**config.mk**
```make
export PLATFORM = sky130hd
export DESIGN_NAME = scroll_latch
export DESIGN_NICKNAME = d
export VERILOG_FILES = /design/src/rtl/scroll_latch.sv
export SDC_FILE = /design/constraint.sdc
export NUM_CORES = 1
export LEC_CHECK = 0
export ABC_AREA = 1
export CORE_MARGIN = 8
export CORE_UTILIZATION = 45
export CTS_CLUSTER_DIAMETER = 80
export DETAILED_ROUTE_END_ITERATION = 8
export GPL_ROUTABILITY_DRIVEN = 0
export GPL_TIMING_DRIVEN = 0
export PLACE_DENSITY = 0.68
export REMOVE_ABC_BUFFERS = 1
export SKIP_CTS_REPAIR_TIMING = 1
export SYNTH_ARGS = -nofsm -noshare
export SYNTH_HDL_FRONTEND = slang
export SYNTH_SLANG_ARGS = --single-unit
```
**constraint.sdc**
```tcl
create_clock -name CLK_6M -period 3.9 [get_ports CLK_6M]
set_input_delay 0.78 -clock CLK_6M [delete_from_list [all_inputs] [get_ports CLK_6M]]
set_output_delay 0.78 -clock CLK_6M [all_outputs]
set_load 0.01 [all_outputs]
```
**src/rtl/scroll_latch.sv**
```systemverilog
// rtl/scroll_latch.sv - double-buffered scroll/priority latch with immediate ROM bank select
module scroll_latch #(
    parameter int DOUBLE_BUFFER = 1,
    parameter int SYNC_STAGES   = 2
) (
    input  logic       CLK_6M,
    input  logic       nRST,
    input  logic       nLTH,
    input  logic       nWE,
    input  logic       ME,
    input  logic [2:0] A,
    input  logic [7:0] D,
    input  logic       nVBLK,
    output logic [2:0] PRI0,
    output logic [8:0] XSCR0,
    output logic [7:0] YSCR0,
    output logic [2:0] PRI1,
    output logic [8:0] XSCR1,
    output logic [7:0] YSCR1,
    output logic [1:0] ROMBANK,
    output logic       UPDATE
);

    localparam bit DB = (DOUBLE_BUFFER != 0);

    logic                   wr;
    logic                   armed_q;
    logic                   wr_q;
    logic [2:0]             a_q;
    logic [7:0]             d_q;
    logic                   commit;
    logic                   scroll_commit;

    logic [2:0]             pri0_s_q,  pri0_s_d;
    logic [8:0]             xscr0_s_q, xscr0_s_d;
    logic [7:0]             yscr0_s_q, yscr0_s_d;
    logic [2:0]             pri1_s_q,  pri1_s_d;
    logic [8:0]             xscr1_s_q, xscr1_s_d;
    logic [7:0]             yscr1_s_q, yscr1_s_d;

    logic [2:0]             pri0_q,  pri1_q;
    logic [8:0]             xscr0_q, xscr1_q;
    logic [7:0]             yscr0_q, yscr1_q;
    logic [1:0]             bank_q,  bank_d;
    logic                   update_q, update_d;
    logic                   pending_q, pending_d;
    logic                   load;

    logic [SYNC_STAGES-1:0] sync_q;
    logic                   vblk_last_q;
    logic                   vbs;

    assign wr = ~nLTH & ~nWE & ME;

    // A strobe already high when reset releases never arms, so it cannot commit.
    assign commit        = wr_q & ~wr;
    assign scroll_commit = commit & (a_q[1:0] != 2'b11);
    assign vbs           = vblk_last_q & ~sync_q[SYNC_STAGES-1];

    always_comb begin
        pri0_s_d  = pri0_s_q;
        xscr0_s_d = xscr0_s_q;
        yscr0_s_d = yscr0_s_q;
        pri1_s_d  = pri1_s_q;
        xscr1_s_d = xscr1_s_q;
        yscr1_s_d = yscr1_s_q;
        bank_d    = bank_q;
        if (commit) begin
            case (a_q)
                3'd0: begin
                    pri0_s_d     = d_q[3:1];
                    xscr0_s_d[8] = d_q[0];
                end
                3'd1: xscr0_s_d[7:0] = d_q;
                3'd2: yscr0_s_d      = d_q;
                3'd3: bank_d         = d_q[1:0];
                3'd4: begin
                    pri1_s_d     = d_q[3:1];
                    xscr1_s_d[8] = d_q[0];
                end
                3'd5: xscr1_s_d[7:0] = d_q;
                3'd6: yscr1_s_d      = d_q;
                default: ;
            endcase
        end
    end

    // A commit landing on the vblank edge is folded straight into the transfer.
    always_comb begin
        load      = 1'b0;
        pending_d = 1'b0;
        if (DB) begin
            load      = vbs & (pending_q | scroll_commit);
            pending_d = vbs ? 1'b0 : (pending_q | scroll_commit);
        end else begin
            load      = scroll_commit;
        end
        update_d = load;
    end

    always_ff @(posedge CLK_6M or negedge nRST) begin
        if (!nRST) begin
            armed_q     <= 1'b0;
            wr_q        <= 1'b0;
            a_q         <= '0;
            d_q         <= '0;
            pri0_s_q    <= '0;
            xscr0_s_q   <= '0;
            yscr0_s_q   <= '0;
            pri1_s_q    <= '0;
            xscr1_s_q   <= '0;
            yscr1_s_q   <= '0;
            pri0_q      <= '0;
            xscr0_q     <= '0;
            yscr0_q     <= '0;
            pri1_q      <= '0;
            xscr1_q     <= '0;
            yscr1_q     <= '0;
            bank_q      <= '0;
            update_q    <= 1'b0;
            pending_q   <= 1'b0;
            sync_q      <= '1;
            vblk_last_q <= 1'b1;
        end else begin
            if (!wr) armed_q <= 1'b1;
            wr_q <= wr & armed_q;
            if (wr & armed_q) begin
                a_q <= A;
                d_q <= D;
            end
            pri0_s_q  <= pri0_s_d;
            xscr0_s_q <= xscr0_s_d;
            yscr0_s_q <= yscr0_s_d;
            pri1_s_q  <= pri1_s_d;
            xscr1_s_q <= xscr1_s_d;
            yscr1_s_q <= yscr1_s_d;
            bank_q    <= bank_d;
            if (load) begin
                pri0_q  <= pri0_s_d;
                xscr0_q <= xscr0_s_d;
                yscr0_q <= yscr0_s_d;
                pri1_q  <= pri1_s_d;
                xscr1_q <= xscr1_s_d;
                yscr1_q <= yscr1_s_d;
            end
            update_q    <= update_d;
            pending_q   <= pending_d;
            sync_q      <= {sync_q[SYNC_STAGES-2:0], nVBLK};
            vblk_last_q <= sync_q[SYNC_STAGES-1];
        end
    end

    assign PRI0    = pri0_q;
    assign XSCR0   = xscr0_q;
    assign YSCR0   = yscr0_q;
    assign PRI1    = pri1_q;
    assign XSCR1   = xscr1_q;
    assign YSCR1   = yscr1_q;
    assign ROMBANK = bank_q;
    assign UPDATE  = update_q;

endmodule

```
==> Yosys cells after proc, flatten, opt, wreduce, memory -nomap -nowiden <==
Cells that the tools add are included.
{ "op_classes": {"n_eq_ne": 7, "n_mux": 15, "n_bitwise": 12, "n_reduce_logical": 2} }
{ "op_table": {"columns": ["operator", "count"], "rows": [
  ["$mux W8", 6],
  ["$mux W9", 2],
  ["$mux W3", 4],
  ["$eq A3 B3 Y1 const B", 3],
  ["$and A1 B1 Y1", 7],
  ["$eq A3 B2 Y1 const B", 2],
  ["$not A1 Y1", 4],
  ["$eq A3 B1 Y1 const B", 1],
  ["$logic_not A3 Y1", 1],
  ["$mux W1", 3],
  ["$ne A2 B2 Y1 const B", 1],
  ["$reduce_and A2 Y1", 1],
  ["$or A1 B1 Y1", 1]
]} }
{ "totals": {"regBits": 100, "in_bits": 17, "out_inout_bits": 43, "word_cells": 57} }

==> Depth between registers and ports, before layout <==
Gate-level depths: netlist of the first run.
{ "logic_depth": {"depth_word": 8, "depth_mapped": 9, "depth_no_buf": 8} }

==> Worst setup path after synthesis of the first run <==
Ideal clock, no wire load.
{ "synth_path": {"path_kind": "input port to flip-flop", "start": "in nWE", "end": "reg pri0_q[0] (netlist: PRI0[0])", "setup_time_ns": 0.065, "t_arrival_ns": 1.594, "t_required_ns": 3.835, "path_slack_ns": 2.242, "stages": 9, "n_path_buf": 2, "cell_sequence": "nor2_1 nand2_2 buf_6 nand3_4 nand2_1 nand2_2 buf_4 nand2_1 nand2_1"} }
{ "synth_between": {"elab_chain_len": 8, "elab_cells_between_ends": 9, "cone_classes": "mux (1); bitwise (8)"} }
{ "synth_rtl": {"columns": ["element", "line", "rtl"], "rows": [
  ["start: declaration", "9", "input logic nWE,"],
  ["$not A1 Y1 *", "53", "assign wr = ~nLTH & ~nWE & ME;"],
  ["$and A1 B1 Y1 * (2 in series)", "53", null],
  ["$not A1 Y1 *", "56", "assign commit = wr_q & ~wr;"],
  ["$and A1 B1 Y1 *", "56", null],
  ["$and A1 B1 Y1", "57", "assign scroll_commit = commit & (a_q[1:0] != 2'b11);"],
  ["$or A1 B1 Y1", "93", "load = vbs & (pending_q | scroll_commit);"],
  ["$and A1 B1 Y1", "93", null],
  ["end signal: assignment", "139", "pri0_q <= pri0_s_d;"],
  ["end: declaration", "41", "logic [2:0] pri0_q, pri1_q;"]
]} }
Every way passes the cells marked *; elsewhere a longest branch is shown, timed or not.
A chain may end at the register's enable or synchronous reset.

==> Final worst setup path of the first run <==
{ "layout_path": {"start": "in nWE", "end": "reg bank_q[0] (netlist: ROMBANK[0])"} }
{ "layout_between": {"elab_chain_len": 6} }
{ "layout_rtl": {"columns": ["element", "line", "rtl"], "rows": [
  ["$not A1 Y1", "53", null],
  ["$and A1 B1 Y1 (2 in series)", "53", null],
  ["$not A1 Y1", "56", null],
  ["$and A1 B1 Y1", "56", null],
  ["$reduce_and A2 Y1 (no source line)", null, null],
  ["end signal: assignment", "137", "bank_q <= bank_d;"],
  ["end: declaration", "44", "logic [1:0] bank_q, bank_d;"]
]} }
Every way passes these cells.

==> results of run 1 <==
-- power by group --
group,total (mW),switching [mW],internal (mW),leakage [nW]
clock network,0.667,0.337,0.330,0.102
logic,0.749,0.388,0.361,1.26
registers,1.47,0.177,1.29,1.33
total,2.89,0.902,1.99,2.69
-- worst min-delay path by stage --
stage,end,cells after the start
floorplan,sync_q[1],0
CTS,sync_q[1],0
finish,sync_q[1],0
global route,sync_q[1],0
global placement,sync_q[1],0
detailed placement,sync_q[1],0
-- sequential cells by signal, summed over array words and instances (netlist names), 8 cells and up --
name and flops:
yscr0_s_q 8, yscr1_s_q 8, YSCR0 8, YSCR1 8, XSCR0 9, XSCR1 9
d_q 8, xscr1_s_q 9, xscr0_s_q 9
-- final cells by class --
cell class | instances | area, um2
repair buffers | 60 | 615.6
flip-flops and latches | 100 | 2506
clock buffers | 12 | 155.1
clock inverters | 4 | 47.55
well taps | 129 | 161.4
multi-input cells | 370 | 1577
inverters | 11 | 41.29
fillers | 883 | 4180
-- layer usage --
layer	GRT usage [%]	up-vias
met5	0	-
met2	23.71	67
li1	-	1688
met4	3.904	0
met1	18.98	1580
met3	4.279	7
-- stage by stage --
| step | instance area (um2) | total power [mW] | instances | setup TNS [ps] |
|---|---|---|---|---|
| final | 5104 | 2.888 | 686 | 0 |
| after global routing | 5104 | 3.083 | 686 | 0 |
| after detailed placement | 4901 | 2.250 | 670 | 0 |
| after CTS | 5104 | 2.926 | 686 | 0 |
| after floorplan | 4124 | 1.854 | 481 | 0 |
| after global placement | 4876 | 2.227 | 669 | -150540 |
-- logic make-up (layout without fill, tap and decap cells) --
kind of cell           after synthesis  after routing
buffers and inverters               38             87
and+or+nand+nor                    355            355
DFF                                100            100
AOI/OAI and AO/OA                   15             15
-- layout by cell type, fill, tap and decap left out, drive strengths merged --
master / n
a21oi: 2
buf: 2
inv: 11
clkinv: 2
clkinvlp: 1
nand3: 15
nor2: 5
clkbuf: 12
nand2: 303
clkdlybuf4s50: 58
dfrtp: 97
nand4: 32
dfstp: 3
bufinv: 1
o21ai: 13
==> metrics.yaml, run 1 <==
status:
  run_status: "completed"
die:
  start_util_pct: 46.40
  die_x_um: 113.8
  num_rows: 35
  die-area_um2: 12960
  core-area_um2: 9284
  ios: 60
  die_height_um: 113.8
critical_path:
  crit_buf_inv: 2
  path_cells: "clkdlybuf4s50_1, nor2_1, nand2_2, nand2_2, inv_2, nand3_1, nand2_1, o21ai_0"
  cp-start-kind: "primary input"
  worst_path_most_repeated_cell: "nand2_2"
  r2r_slack_ps: 1600
  cpPeakStageDelay_ps: 490
  r2r_start: "wr_q"
  endpoint_kind: "flip-flop"
  path_delay_family: "simple AND/OR/NAND/NOR gates"
  rr_endpoint: "ROMBANK[0]"
  cp_data_required_time_ps: 4130
  cp.arrival_ps: 3090
  cp_num_cells: 8
  cpMaxStageDelayCell: "inv_2"
  cp-endpoint: "ROMBANK[0]"
  cp_max_fo: 29
  worstSetupStartpoint: "nWE"
  r2r_cells: 5
  crit_type: "in2reg"
logic_synthesis:
  synth-compound-area-share_pct: 2.004
  synthTopCellsByCount: "300 x nand2_1, 97 x dfrtp_1, 32 x nand4_1"
  synth_top_cell_by_area: "dfrtp_1"
  synth.area.mux_share_pct: 0
  synth_area_per_cell_um2: 8.480
  yosysSeqAreaShare_pct: 58.18
  synthSimpleGateAreaFrac_pct: 34.59
  ys_ff_latch: 100
  netlist.area_leader.share_pct: 56.35
  synth_cell_type_count: 22
  synth_top_family_by_area: "simple AND/OR/NAND/NOR gates"
  syn_area_um2: 4308
  syn_inst: 508
  synth_edf_count: 0
  ys_top_cells_by_area: "dfrtp_1 56%, nand2_1 26%, nand4_1 4.6%"
  synth.most_common_cell: "nand2_1"
  yosysWarnings: 0
  synthFlopType: "dfrtp_1"
  async_reset_ff_share_pct: 100.0
  synthAdderAreaFrac_pct: 0
  synth_xor_area_share_pct: 0
timing:
  fmax_mhz: 349.6
  grt_setup_unrepaired: "false"
  hold_ws_ps: 361.4
  fin_skew_ps: 12.89
  worst_pin_slew_ps: 976.4
  setup_viol: 0
  timing.final.crit_share_pct: 73.35
  relSlewSlack_pct: 34.76
  hold_viol: 0
  period_needed_ps: 2861
  drv_slew: 0
  fin_ws_ps: 1039
cts:
  cts.sinks: 100
  cts_root_buf: "clkbuf_8"
  cts_tree: "done"
  clkLatencyLatePin_ps: 350
  cts_buffer_depth: 2
  cts_max_level: 3
  cts_buffers: 9
  path_clk_slew_ps: 90
global_routing:
  grtUsageTotal_pct: 14.74
  grt_pass1_vias: 3209
  grt_remaining_overflow: 0
  grt_antenna_before_repair: 0
  grt_max_degree: 60
  grt_pass1_wl_mm: 15.50
cells_and_area:
  fin_util_pct: 54.97
  drive_gt1_share_pct: 5.745
  insertedDiodeCount: 0
  layout.nets: 569
  syn2layout_area_growth_pct: 18.47
detailed_routing:
  dr_wl_met2_mm: 4.305
  viasPerCell: 4.872
  wl_per_cell_um: 13.51
  ant_nets: 0
  finalWirelength_mm: 9.266
  drt_first_pass_iters: 4
  dr_wl_met3_um: 597
  wl_met1_mm: 4.296
  top_layer: "met4"
  drt_first_iter_violations: 204
  drc: 0
  via_count: 3342
worst_hold_path:
  hp-class: "reg2reg"
  min_from: "sync_q[0]"
placement:
  port_buffers: 59
  place_hpwl_mm: 6.032
  dp_slack_ps: 667.6
power_and_ir_drop:
  power_density_nw_per_um2: 565.9
  ir_drop_uv: 276.6
  power_leakage_nw: 2.691
job:
  cap_violations: 0
(Power assumes the default switching activity.)
==> inputs of run 2 (changes only) <==
==> constraint.sdc (replaced) <==
create_clock -name CLK_6M -period 2.9 [get_ports CLK_6M]
set_input_delay 0.58 -clock CLK_6M [delete_from_list [all_inputs] [get_ports CLK_6M]]
set_output_delay 0.58 -clock CLK_6M [all_outputs]
set_load 0.01 [all_outputs]
==> results of run 2 <==
The final DEF is identical to that of run 1. Status: completed.
Among the figures that moved: setup slack after placement 667.6 ps -> -132.4 ps; setup slack after layout 1039 ps -> 239.3 ps; hold slack 361.4 ps -> 202.1 ps; register-to-register setup slack 1600 ps -> 600 ps; total power 2.888 mW -> 3.884 mW; worst IR drop on VDD 276.6 uV -> 372.0 uV
==> inputs of run 3 (changes only) <==
--- a/config.mk
+++ b/config.mk
@@ -6,13 +6,13 @@
 export NUM_CORES = 1
 export LEC_CHECK = 0
 export ABC_AREA = 1
+export CAP_MARGIN = 5
 export CORE_MARGIN = 8
 export CORE_UTILIZATION = 45
 export CTS_CLUSTER_DIAMETER = 80
 export DETAILED_ROUTE_END_ITERATION = 8
 export GPL_ROUTABILITY_DRIVEN = 0
-export GPL_TIMING_DRIVEN = 0
-export PLACE_DENSITY = 0.68
+export PLACE_DENSITY = 0.77
 export REMOVE_ABC_BUFFERS = 1
 export SKIP_CTS_REPAIR_TIMING = 1
 export SYNTH_ARGS = -nofsm -noshare
==> run 3 against run 2 <==
Non-clock buffer count grew 6. Critical path depth grew 1. First-iteration DRC count shrank 8.8%. Combinational power is essentially flat. Via count grew 0.78%. Wire length grew 2.7%. Flip-flop and latch count is the same. Power grew 1.5%. Clock power grew 4.1%.
==> metrics.yaml, run 3 (synthesis gave the netlist of run 1 again) <==
timing:
  grt_setup_unrepaired: "false"
  hold_ws_ps: 320.9
  tns_ps: 0
  hold_viol: 0
  relSlewSlack_pct: 44.91
  worst_pin_slew_ps: 826.4
  drv_slew: 0
  period_needed_ps: 2045
  timing.final.crit_share_pct: 70.52
  fmax_mhz: 489.0
  setup_viol: 0
  fin_skew_ps: 7.186
cells_and_area:
  syn2layout_area_growth_pct: 18.97
  regArea_um2: 2506
  final_cell_mix: "300 x nand2_1, 97 x dfrtp_1, 58 x clkdlybuf4s50_1, 32 x nand4_1, 13 x o21ai_0"
  fin_cells: 691
  insertedDiodeCount: 0
  layout.nets: 575
  final_common_cell: "nand2_1"
  final_cell_area_um2: 5125
  drive_gt1_share_pct: 6.050
  fill_cells: 887
  multi_input_area_um2: 1577
detailed_routing:
  wl_met1_mm: 4.068
  drc: 0
  dr_wl_met3_um: 754
  top_layer: "met4"
  finalWirelength_mm: 9.514
  dr_wl_met2_mm: 4.564
  drt_first_pass_iters: 4
  ant_nets: 0
  viasPerCell: 4.874
  drt_first_iter_violations: 186
  via_count: 3368
  wl_per_cell_um: 13.77
critical_path:
  r2r_cells: 8
  path_cells: "clkdlybuf4s50_1, nor2_1, nand2_2, nand3_4, nand2_1, nand2_2, buf_4, nand2_1, nand2_1"
  r2r_start: "a_q[0]"
  cpPeakStageDelay_ps: 390
  crit_type: "in2reg"
  cp_data_required_time_ps: 3210
  cp.arrival_ps: 2350
  r2r_slack_ps: 890
  cp-endpoint: "XSCR1[7]"
  cpMaxStageDelayCell: "clkdlybuf4s50_1"
  cp_max_fo: 24
  worst_path_most_repeated_cell: "nand2_1"
  cp-start-kind: "primary input"
  worstSetupStartpoint: "nWE"
  rr_endpoint: "YSCR0[1]"
  endpoint_kind: "flip-flop"
power_and_ir_drop:
  p_sw_mw: 1.229
  seqPwrFrac_pct: 50.4
  ir_drop_uv: 360.2
  pwr-share-clk_pct: 23.7
  power.total_mw: 3.943
  power_leakage_nw: 2.707
  power_density_nw_per_um2: 769.3
  p_int_mw: 2.714
  p_sw_share_pct: 31.16
  p_comb_share_pct: 25.9
cts:
  cts.sinks: 100
  cts_root_buf: "clkbuf_8"
  cts_max_level: 3
  path_clk_slew_ps: 90
  clkLatencyLatePin_ps: 360
  cts_tree: "done"
  cts_buffer_depth: 2
  cts_buffers: 9
die:
  ios: 60
  start_util_pct: 46.40
  die_x_um: 113.8
  die_height_um: 113.8
  die-area_um2: 12960
  core-area_um2: 9284
  num_rows: 35
placement:
  place_hpwl_mm: 6.378
  dpl.cell_count: 676
  port_buffers: 59
  placed_cell_area_um2: 4926
global_routing:
  grtUsageTotal_pct: 15.75
  grt_remaining_overflow: 0
  grt_pass1_wl_mm: 16.37
  grt_pass1_vias: 3410
  grt_antenna_before_repair: 0
  grt_max_degree: 70
job:
  cap_violations: 0
worst_hold_path:
  hp-class: "in2async"
status:
  run_status: "completed"
run 3: cell types whose count changed in the layout (fill, tap and decap cells not counted), sizes merged:
cell      before  now
clkbuf        12   13
bufinv         1    2
clkinvlp       1    0
buf            2    8
clkinv         2    0
run 3: critical path, delay by kind of cell:
family	cells	cell delay, ps
and+or+nand+nor	7	1020
buffers and inverters	2	730
run 3: worst min path at each step:
stage	slack, ps	depth (start not counted)	end
floorplan	280	0	PRI0[0]
global placement	350	0	sync_q[1]
detailed placement	350	0	sync_q[1]
CTS	340	1	xscr1_s_q[5]
global route	370	0	sync_q[1]
finish	320	1	yscr0_s_q[2]
run 3: per-layer routing:
layer | GRT usage [%] | vias to the layer above
met5 | 0 | -
met4 | 6.566 | 0
met3 | 4.754 | 10
met2 | 25.56 | 98
met1 | 19.08 | 1558
li1 | - | 1702
run 3: cell type report:
class,count,share of cell area [%]
multi-input cells,370,30.76
repair buffers,66,12.50
clock inverters,2,1.172
well taps,129,3.149
clock buffers,13,2.710
inverters,11,0.8057
flip-flops and latches,100,48.90
run 3: through the flow:
| stage | worst slack [ps] | utilization [%] |
|---|---|---|
| after global placement | 579.6 | 53.06 |
| after floorplan | 876.3 | - |
| final | 854.9 | 55.20 |
| after global routing | 636.5 | 55.20 |
| after detailed placement | 464.7 | 53.06 |
| after CTS | 843.2 | 55.20 |
run 3: power by group through the flow:
stage          Sequential (mW)  Clock [mW]  Combinational, mW
5_1_grt                   2.03        1.00               1.16
3_5_place_dp              2.01           0               1.03
2_1_floorplan             2.03           0              0.466
3_3_place_gp              2.00           0               1.00
4_1_cts                   1.99       0.946               1.04
6_report                  1.99       0.934               1.02
